--- config.mk ---
export PLATFORM = sky130hd
export DESIGN_NAME = fifo_flagged
export DESIGN_NICKNAME = d
export VERILOG_FILES = /design/src/rtl/fifo_pkg.sv /design/src/rtl/fifo_storage.sv /design/src/rtl/fifo_flagged.sv
export SDC_FILE = /design/constraint.sdc
export NUM_CORES = 1
export LEC_CHECK = 0
export BUFFER_PORTS_ARGS = -buffer_cell sky130_fd_sc_hd__buf_2
export CORE_MARGIN = 2
export CORE_UTILIZATION = 25
export DETAILED_ROUTE_END_ITERATION = 12
export GPL_TIMING_DRIVEN = 0
export SLEW_MARGIN = 20
export SYNTH_ARGS = -nofsm -noshare
export SYNTH_HDL_FRONTEND = slang
export SYNTH_SLANG_ARGS = --single-unit
export TNS_END_PERCENT = 1
--- constraint.sdc ---
create_clock -name clk -period 3.2 [get_ports clk]
set_clock_uncertainty 0.2 [all_clocks]
set_input_delay 0.64 -clock clk [delete_from_list [all_inputs] [get_ports clk]]
set_output_delay 0.64 -clock clk [all_outputs]
set_load 0.03 [all_outputs]
--- src/rtl/fifo_pkg.sv ---
// Shared FIFO definitions: read-mode selectors and the count-bus width helper
// used by the FIFO and by anything that sizes a bus to carry its occupancy.
package fifo_pkg;

  localparam int FIFO_STANDARD   = 0;
  localparam int FIFO_SHOW_AHEAD = 1;

  // An occupancy of 0..depth needs one more code than depth itself.
  function automatic int cnt_w(input int depth);
    return $clog2(depth + 1);
  endfunction

endpackage

--- src/rtl/fifo_storage.sv ---
// Plain DEPTH x WIDTH register array: one synchronous write port and one
// asynchronous read port. Contents are deliberately left unreset.
module fifo_storage #(
  parameter int WIDTH = 8,
  parameter int DEPTH = 5,
  parameter int AW    = 3
) (
  input  logic             clk,
  input  logic             i_writeEn,
  input  logic [AW-1:0]    i_writeAddr,
  input  logic [WIDTH-1:0] i_writeData,
  input  logic [AW-1:0]    i_readAddr,
  output logic [WIDTH-1:0] o_readData
);

  logic [WIDTH-1:0] r_mem [DEPTH];

  always_ff @(posedge clk) begin
    if (i_writeEn) begin
      r_mem[i_writeAddr] <= i_writeData;
    end
  end

  assign o_readData = r_mem[i_readAddr];

endmodule

--- src/rtl/fifo_flagged.sv ---
// Synchronous FIFO with occupancy count, threshold flags, any depth >= 2,
// standard or show-ahead read, synchronous flush and sticky error flags.
module fifo_flagged
  import fifo_pkg::*;
#(
  parameter int WIDTH      = 8,
  parameter int DEPTH      = 5,
  parameter int AF_LEVEL   = DEPTH - 1,
  parameter int AE_LEVEL   = 1,
  parameter int SHOW_AHEAD = FIFO_STANDARD
) (
  input  logic                      clk,
  input  logic                      reset,
  input  logic                      write_enable,
  input  logic [WIDTH-1:0]          data_in,
  input  logic                      read_update,
  output logic [WIDTH-1:0]          data_out,
  input  logic                      flush,
  input  logic                      clear_flags,
  output logic [cnt_w(DEPTH)-1:0]   count,
  output logic                      empty,
  output logic                      full,
  output logic                      almost_empty,
  output logic                      almost_full,
  output logic                      overflow,
  output logic                      underflow
);

  localparam int CW = cnt_w(DEPTH);
  localparam int PW = (DEPTH > 2) ? $clog2(DEPTH) : 1;
  localparam logic [PW-1:0] LAST_PTR  = PW'(DEPTH - 1);
  localparam logic [CW-1:0] DEPTH_CNT = CW'(DEPTH);
  localparam logic [CW-1:0] AF_CNT    = CW'(AF_LEVEL);
  localparam logic [CW-1:0] AE_CNT    = CW'(AE_LEVEL);

  generate
    if (DEPTH < 2) begin : g_badDepth
      $fatal(1, "fifo_flagged: DEPTH must be at least 2");
    end
    if (AF_LEVEL > DEPTH) begin : g_badAf
      $fatal(1, "fifo_flagged: AF_LEVEL must not exceed DEPTH");
    end
    if (AE_LEVEL >= DEPTH) begin : g_badAe
      $fatal(1, "fifo_flagged: AE_LEVEL must be below DEPTH");
    end
  endgenerate

  logic [PW-1:0]    r_wrPtr;
  logic [PW-1:0]    r_rdPtr;
  logic [CW-1:0]    r_count;
  logic             r_overflow;
  logic             r_underflow;
  logic             w_empty;
  logic             w_full;
  logic             w_writeAccept;
  logic             w_readAccept;
  logic             w_writeReject;
  logic             w_readReject;
  logic [WIDTH-1:0] w_rdData;

  // Flags come only from the count register, never from the inputs.
  assign w_empty      = (r_count == '0);
  assign w_full       = (r_count == DEPTH_CNT);
  assign empty        = w_empty;
  assign full         = w_full;
  assign almost_empty = (r_count <= AE_CNT);
  assign almost_full  = (r_count >= AF_CNT);
  assign count        = r_count;
  assign overflow     = r_overflow;
  assign underflow    = r_underflow;

  // Flush swallows any same-cycle request, so it never counts as an error.
  assign w_writeAccept = write_enable & ~w_full  & ~flush;
  assign w_readAccept  = read_update  & ~w_empty & ~flush;
  assign w_writeReject = write_enable &  w_full  & ~flush;
  assign w_readReject  = read_update  &  w_empty & ~flush;

  always_ff @(posedge clk or negedge reset) begin
    if (!reset) begin
      r_wrPtr <= '0;
      r_rdPtr <= '0;
      r_count <= '0;
    end else if (flush) begin
      r_wrPtr <= '0;
      r_rdPtr <= '0;
      r_count <= '0;
    end else begin
      if (w_writeAccept) begin
        r_wrPtr <= (r_wrPtr == LAST_PTR) ? '0 : r_wrPtr + PW'(1);
      end
      if (w_readAccept) begin
        r_rdPtr <= (r_rdPtr == LAST_PTR) ? '0 : r_rdPtr + PW'(1);
      end
      case ({w_writeAccept, w_readAccept})
        2'b10:   r_count <= r_count + CW'(1);
        2'b01:   r_count <= r_count - CW'(1);
        default: r_count <= r_count;
      endcase
    end
  end

  // A fresh error in the same cycle as clear_flags must survive the clear.
  always_ff @(posedge clk or negedge reset) begin
    if (!reset) begin
      r_overflow  <= 1'b0;
      r_underflow <= 1'b0;
    end else begin
      r_overflow  <= (r_overflow  & ~clear_flags) | w_writeReject;
      r_underflow <= (r_underflow & ~clear_flags) | w_readReject;
    end
  end

  fifo_storage #(
    .WIDTH (WIDTH),
    .DEPTH (DEPTH),
    .AW    (PW)
  ) u_storage (
    .clk         (clk),
    .i_writeEn   (w_writeAccept),
    .i_writeAddr (r_wrPtr),
    .i_writeData (data_in),
    .i_readAddr  (r_rdPtr),
    .o_readData  (w_rdData)
  );

  generate
    if (SHOW_AHEAD == FIFO_SHOW_AHEAD) begin : g_showAhead
      assign data_out = w_empty ? '0 : w_rdData;
    end else begin : g_standard
      logic [WIDTH-1:0] r_dataOut;

      always_ff @(posedge clk or negedge reset) begin
        if (!reset) begin
          r_dataOut <= '0;
        end else if (w_readAccept) begin
          r_dataOut <= w_rdData;
        end
      end

      assign data_out = r_dataOut;
    end
  endgenerate

endmodule

### Yosys cells after proc, flatten, opt, wreduce, memory -nomap -nowiden

Memory sizes are Yosys's and may differ from the RTL's. A register that Yosys moved wholly into a read port is not among the register bits.
Index checks and enable logic that the tools add are counted.
W data, S select, Z words.

* bits in registers: 11
* RAM bits: 40
* input bits: 14
* output and inout port bits: 17
* logic and storage cells: 48
* memories kept: 1

Memories
* u_storage.r_mem: words 5, width 8, rd ports 1, clocked after Yosys merged registers in 1, wr ports 1, line fifo_storage.sv:16 `logic [WIDTH-1:0] r_mem [DEPTH];`

* add/sub/neg operators: 4
* magnitude comparators: 2
* equal/unequal tests: 5
* multiplexer cells: 10
* bitwise operators: 16
* reductions and logical operators: 5

Operator list (number)
* $mux W3: 7
* $and A1 B1 Y1: 10
* $add A3 B1 Y3 const B: 3
* $eq A3 B3 Y1 const B: 3
* $pmux W3 S2: 1
* $not A1 Y1: 4
* $reduce_bool A2 Y1: 2
* $ge A3 B3 Y1 const B: 1
* $le A3 B1 Y1 const B: 1
* $logic_not A3 Y1: 1
* $reduce_bool A3 Y1: 1
* $sub A3 B1 Y3 const B: 1
* $eq A2 B1 Y1 const B: 1
* $eq A2 B2 Y1 const B: 1
* $mux W1: 2
* $or A1 B1 Y1: 2
* $logic_not A1 Y1: 1

### Longest topological paths before layout

Gate-level depths: netlist of run 1.

* word-level depth: 7
* gate-level depth with buffers: 8
* depth with buffers taken out: 7

### Cells and area by module

Synthesis of run 1 repeated with hierarchy kept, for this count alone.

* cells, all modules: 185
* area total of the unflattened synthesis: 2617.5 um2

Modules (own cells, without submodules)
* fifo_storage: times used 1, cells an instance 92, area each 1616.6 um2, seq. area each 1201.2 um2
* fifo_flagged: times used 1, cells an instance 93, area each 1001.0 um2, seq. area each 475.5 um2

### Least setup slack after synthesis of run 1

OpenSTA, ideal clock, no wires.

* kind: register to register
* from: register r_count[1] (netlist: count[1])
* to: memory u_storage.r_mem[4][0], enable pin
* setup time: 398 ps
* arrival: 2194 ps
* required time: 2602 ps
* setup slack: 408 ps
* cell stages (with the launch flop): 6
* path buffers: 0
* period minus slack after synthesis: 2792 ps
* cells stage by stage: dfrtp_1 -> inv_1 -> ha_1 -> nand2_1 -> nand2_1 -> nor4b_1

* word-level cells in the longest chain between the ends: 6

Ends and longest elaborated chain
* from (decl): line fifo_flagged.sv:50 `logic [CW-1:0] r_count;`
* from (signal assigned): line fifo_flagged.sv:95 `2'b10: r_count <= r_count + CW'(1);`
* from (signal assigned): line fifo_flagged.sv:96 `2'b01: r_count <= r_count - CW'(1);`
* from (signal assigned): line fifo_flagged.sv:97 `default: r_count <= r_count;`
* $eq A3 B3 Y1: line fifo_flagged.sv:63 `assign w_full = (r_count == DEPTH_CNT);`
* $not A1 Y1: line fifo_flagged.sv:73 `assign w_writeAccept = write_enable & ~w_full & ~flush;`
* $and A1 B1 Y1 (2 in series): line fifo_flagged.sv:73
* $mux W1: line fifo_storage.sv:19 `if (i_writeEn) begin`
* $mux W1 (not written as such): line fifo_storage.sv:20 `r_mem[i_writeAddr] <= i_writeData;`
* to (decl): line fifo_storage.sv:16

Every way passes these cells.

### Worst setup path in the final report of run 1

* from: register r_count[1] (netlist: count[1])
* to: memory u_storage.r_mem[2][5], enable pin

The elaborated chain is that of the path after synthesis.

==> flow_summary.yaml, run 1 <==
clock_network:
  worst_skew_pair.late_latency_ps: 330
  htree_levels: 3
  clock_sinks: 59
  clk_pin_slew_worst_paths_ps: 60
  ctsResizeCount: 0
  cts_root_buf: "clkbuf_8"
  post_cts_buffers: 0
  clk_path_buf_depth: 2
  tritoncts: "done"
  holdBufCountCts: 0
  numCtsBuffers: 9
placed_design:
  placed_cells: 332
  port-buffer-count: 29
  gp_congestion: 0.759
  dp_hpwl_um: 3590
timing:
  fmax_mhz: 395
  fin_crit_ps: 2530
  hold_viol: 0
  slew_headroom: 0.528
  rsz0062_at_grt: "no"
  min_period_over_period: 0.792
  setup_viol: 0
  tns_ps: 0
  tightest_slew_ps: 708
  drv_slew: 0
worst_setup_path:
  crit_family: "simple AND/OR/NAND/NOR gates"
  worst_setup_path_start_kind: "flip-flop"
  worst-path-buf-inv: 2
  crit_chain: "inv_1 -> ha_1 -> nand2_1 -> nand2_1 -> nor4_2 -> buf_4"
  crit_required_ps: 3040
  rr_worst_depth: 6
  cp.arrival_ps: 2380
  rrSetupSlack_ps: 670
  reg2reg_from: "count[1]$_DFFE_PN0P_"
  endpoint_kind: "flip-flop"
  crit_path_max_incr_delay_ps: 540
  slowest_stage: "nor4_2"
  crit_type: "reg -> reg"
  rr_endpoint: "u_storage.r_mem[2][5]$_DFFE_PP_"
  cp_max_fo: 8
  crit_top_cell: "nand2_1"
power:
  peakVddDrop_v: 0.000181
  leakagePower_uw: 0.00113
  p_per_area_nw_per_um2: 757
grt:
  grt_first_pass_wirelength_um: 8120
  grt_pass1_vias: 1531
  grt_max_degree: 20
  grt.total_usage: 0.0999
  gr-total-overflow: 0
  antenna_found_initial: 0
synth:
  ys_types: 36
  synth_seq_area_share: 0.672
  synthesis.area_um2: 2490
  yosysWarnings: 0
  avgSynthCellArea_um2: 15.1
  synth_nets: 187
  synth_cells: 165
  ys_ff_latch: 59
route:
  remaining_drc_errors: 0
  drt_first_pass_iters: 4
  via_per_inst: 4.32
  wire_per_inst_um: 14.5
  ant_nets: 0
  wirelength_um: 5040
  via_count: 1504
  dr.first_iter.drc_count: 54
outcome:
  status: "complete, no violations"
floorplanning:
  dieArea_um2: 10800
  core_area_um2: 9730
  rows: 36
  start_util: 0.256
  die_h_um: 104
  die_w_um: 104
  io-pin-count: 31
cells_and_area:
  layout_commonest_cell: "edfxtp_1"
  final_cells: 348
  postLayoutCoreUtil: 0.313
  fin_nets: 232
  insertedDiodeCount: 0
  layout_common_cells: "edfxtp_1 (40), buf_2 (31), dfrtp_1 (19), a21oi_1 (15)"
  fillerInstances: 992
  syn2layout_area_growth_pct: 22.2
  drive_gt1_frac: 0.326
run:
  maxCapViolations: 0
hold_path:
  min_path_type: "in -> async"
worst register-to-register path: cells and delay by family, from the launching register on:
| kind | cells | cell delay [ps] |
|---|---|---|
| buf+inv | 2 | 380 |
| simple gates | 3 | 1050 |
| fa+ha+maj | 1 | 180 |
| flops | 1 | 430 |
routing by layer:
layer	GRT usage	wire length, um
met3	0.0457	252
met2	0.164	2600
met5	0	0
met1	0.115	2140
met4	0.0347	45
cells by family (layout without fill, tap and decap cells):
group / after synthesis / after routing / synth area share
flip-flops: 59 / 59 / 0.672
AND/OR/NAND/NOR: 39 / 39 / 0.0853
AO/OA/AOI/OAI: 26 / 26 / 0.0652
multiplexers: 17 / 17 / 0.108
buffers and inverters: 16 / 66 / 0.0286
adder cells (fa/ha/maj): 8 / 8 / 0.0401
per-stage QoR:
stage / setup slack, ps / hold slack (ps) / area, um^2 / power, uW
after floorplan: 408 / 144 / 2490 / 1520
after global placement: -334 / 283 / 2810 / 1710
after detailed placement: 568 / 291 / 2870 / 1740
after CTS: 632 / 64.3 / 3050 / 2340
after global routing: 504 / 74.2 / 3050 / 2440
final: 666 / 49.2 / 3050 / 2310
state kept, by name, summed over array words and instances, names as in the netlist:
| signal | flops |
|---|---|
| data_out | 8 |
| r_wrPtr | 3 |
| underflow | 1 |
| u_storage.r_mem | 40 |
| count | 3 |
| r_rdPtr | 3 |
| overflow | 1 |
cells in the mapped netlist:
cell type,n,area [um^2]
a21oi_1,15,75.1
nand3_1,1,5.00
nand4b_1,2,17.5
a211o_1,1,8.76
clkbuf_1,2,7.51
nor4b_1,1,8.76
o31a_2,1,10.0
o21ai_0,2,10.0
a211oi_2,1,12.5
a221oi_1,1,8.76
ha_1,8,100
nand2_1,9,33.8
nand2b_2,1,8.76
nand2b_1,1,6.26
buf_2,2,10.0
nand2b_4,1,13.8
nor4_1,4,25.0
o211a_1,1,10.0
nor2b_2,1,8.76
dlygate4sd1_1,1,8.76
buf_4,1,7.51
nand4_1,3,18.8
a31oi_1,2,12.5
inv_2,1,3.75
nor2_1,11,41.3
dfrtp_1,19,475
or3_1,1,6.26
a22o_1,1,8.76
o22ai_1,1,6.26
edfxtp_1,40,1200
nor2_2,1,6.26
nand3b_1,1,7.51
inv_1,9,33.8
mux2i_1,9,90.1
mux4_2,8,180
nor3_1,1,5.00
worst max path at each step:
| stage | start | end | slack (ps) | cells after the start |
|---|---|---|---|---|
| 6_report | count[1]$_DFFE_PN0P_ | u_storage.r_mem[2][5]$_DFFE_PP_ | 670 | 6 |
| 5_1_grt | count[1]$_DFFE_PN0P_ | u_storage.r_mem[2][5]$_DFFE_PP_ | 500 | 6 |
| 4_1_cts | count[1]$_DFFE_PN0P_ | u_storage.r_mem[4][3]$_DFFE_PP_ | 630 | 6 |
| 3_5_place_dp | flush | u_storage.r_mem[4][3]$_DFFE_PP_ | 570 | 5 |
| 3_3_place_gp | flush | u_storage.r_mem[4][3]$_DFFE_PP_ | -330 | 4 |
| 2_1_floorplan | count[1]$_DFFE_PN0P_ | u_storage.r_mem[4][0]$_DFFE_PP_ | 410 | 5 |
area by class of cell:
type                    instances  area (um^2)  area share
plain buffers                   6         33.8      0.0111
clock buffers                  14          163      0.0534
clock inverters                 2         10.0     0.00329
inverters                      10         37.5      0.0123
multi-input cells              90          777       0.255
flip-flops and latches         59         1680       0.550
well taps                     133          166      0.0546
repair buffers                 34          183      0.0600
report_power, final:
group	internal [uW]	switching [uW]	leakage, uW	total (uW)
Sequential	919	70.1	0.000597	989
Combinational	254	467	0.000444	721
Clock	322	275	0.0000905	596
Power figures use the tool's default switching activity.
==> run 2: changes to the inputs <==
clock period = 2.1 ns   (was 3.2 ns; I/O delays follow)
==> run 2 against run 1 <==
Against the previous run:
- highest routed layer unchanged
- global-route usage shrank 0.15 points
- wire length is essentially flat
- register-to-register slack lost 600 ps
- critical endpoint is now empty
- cell area grew 4.3%
==> flow_summary.yaml, run 2 (synthesis results as in run 1) <==
floorplanning:
  dieArea_um2: 10800
  io-pin-count: 31
  die_h_um: 104
  core_area_um2: 9730
  start_util: 0.256
  rows: 36
  die_w_um: 104
worst_setup_path:
  cp.arrival_ps: 1450
  reg2reg_from: "count[1]$_DFFE_PN0P_"
  rrSetupSlack_ps: 70
  crit_type: "reg -> out"
  crit_required_ps: 1480
  cp_max_fo: 6
  rr_endpoint: "u_storage.r_mem[2][2]$_DFFE_PP_"
  endpoint_kind: "output pin"
  worst_setup_path_start_kind: "flip-flop"
  rr_worst_depth: 5
cells_and_area:
  postLayoutCoreUtil: 0.327
  layout_common_cells: "edfxtp_1 (40), buf_2 (28), dfrtp_1 (17), a21oi_1 (15), nor2_1 (11)"
  regArea_um2: 1680
  largest_reg_flops: 40
  layout_commonest_cell: "edfxtp_1"
  drive_gt1_frac: 0.358
  fin_nets: 232
  insertedDiodeCount: 0
  multiInputGateArea_um2: 852
  regMostFlops: "u_storage.r_mem"
  fillerInstances: 966
  syn2layout_area_growth_pct: 27.4
timing:
  fin_crit_ps: 2070
  setup_viol: 0
  rsz0062_at_grt: "yes"
  drv_slew: 0
  whs_ps: 90.4
  slew_headroom: 0.504
  min_period_over_period: 0.984
  fmax_mhz: 484
  fin_ws_ps: 32.8
  hold_viol: 0
  tightest_slew_ps: 744
clock_network:
  htree_levels: 3
  clock_sinks: 59
  worst_skew_pair.late_latency_ps: 340
  clk_pin_slew_worst_paths_ps: 70
  numCtsBuffers: 9
  clk_path_buf_depth: 2
  tritoncts: "done"
  cts_root_buf: "clkbuf_8"
route:
  ant_nets: 0
  via_count: 1516
  wire_per_inst_um: 14.5
  drt_first_pass_iters: 4
  wirelength_um: 5040
  dr.first_iter.drc_count: 58
  via_per_inst: 4.36
  remaining_drc_errors: 0
placed_design:
  gp_congestion: 0.723
  port-buffer-count: 29
  dp_hpwl_um: 3310
  place_ws_ps: -196
power:
  p_per_area_nw_per_um2: 1190
  p_total_uw: 3780
  peakVddDrop_v: 0.000289
  leakagePower_uw: 0.00115
grt:
  antenna_found_initial: 0
  grt_pass1_vias: 1568
  gr-total-overflow: 0
  grt_max_degree: 20
  grt.total_usage: 0.0984
  grt_first_pass_wirelength_um: 8080
run:
  maxCapViolations: 0
hold_path:
  worst_hold_path.endpoint: "underflow$_DFF_PN0_"
  hp-start: "clear_flags"
  min_path_type: "in -> reg"
  whs_path_depth: 2
outcome:
  status: "complete, no violations"
[run 2: cell count changes in the layout (fill, tap and decap cells not counted), sizes merged]
cell         previous run  this run
bufinv                  0         2
clkinv                  2         3
buf                    37        35
clkinvlp                0         2
clkbuf                 16        12
dlygate4sd3             0         1
[run 2: worst max path at each step]
| stage | end | startpoint | slack (ps) |
|---|---|---|---|
| 2_1_floorplan | u_storage.r_mem[4][0]$_DFFE_PP_ | count[0]$_DFFE_PN0P_ | 8 |
| 3_5_place_dp | u_storage.r_mem[4][1]$_DFFE_PP_ | flush | -200 |
| 3_3_place_gp | u_storage.r_mem[4][1]$_DFFE_PP_ | flush | -180 |
| 5_1_grt | empty | count[0]$_DFFE_PN0P_ | -90 |
| 6_report | empty | count[0]$_DFFE_PN0P_ | 30 |
| 4_1_cts | u_storage.r_mem[2][2]$_DFFE_PP_ | count[1]$_DFFE_PN0P_ | -40 |
[run 2: layout make-up]
| type | count | share of cell area |
|---|---|---|
| buffer | 6 | 0.0114 |
| clock buffer | 9 | 0.0390 |
| clock inverter | 7 | 0.0291 |
| inverter | 10 | 0.0118 |
| multi-input combinational | 90 | 0.268 |
| sequential | 59 | 0.528 |
| tap | 133 | 0.0524 |
| timing repair buffer | 34 | 0.0598 |
[run 2: repair_timing]
| action | 4_1_cts | 5_1_grt |
|---|---|---|
| endpoints found under the hold margin | 19 | 0 |
| endpoints found under the setup margin | 50 | 43 |
| pin swaps | 1 | 1 |
| setup buffers | 2 | 2 |
| gates resized for setup | 5 | 4 |
| gates cloned | 0 | 0 |
| hold buffers | 1 | 0 |
[run 2: per-layer routing]
metal	track usage	wire length, um	vias to the layer above	share of wire
met5	0	0	-	0
met4	0.0261	40	0	0.0079
met3	0.0476	257	6	0.051
met2	0.173	2700	39	0.54
met1	0.106	2040	753	0.41
li1	-	-	718	-
[run 2: worst max-delay path: stages (launching register included)]
cell,delay [ps]
dfrtp_2,440
inv_1,90
ha_1,200
nand2b_4,90
inv_2,110
buf_4,170
[run 2: power breakdown]
group          internal (uW)  switching (uW)
clock network            663             450
logic                    415             737
registers               1400             116
[run 2: stage by stage]
| step | area [um^2] | std cells | TNS [ps] |
|---|---|---|---|
| after floorplan | 2580 | 165 | 0 |
| after global placement | 2890 | 327 | -3980 |
| after detailed placement | 2890 | 327 | -4810 |
| after CTS | 3160 | 346 | -316 |
| after global routing | 3180 | 348 | -551 |
| final | 3180 | 348 | 0 |
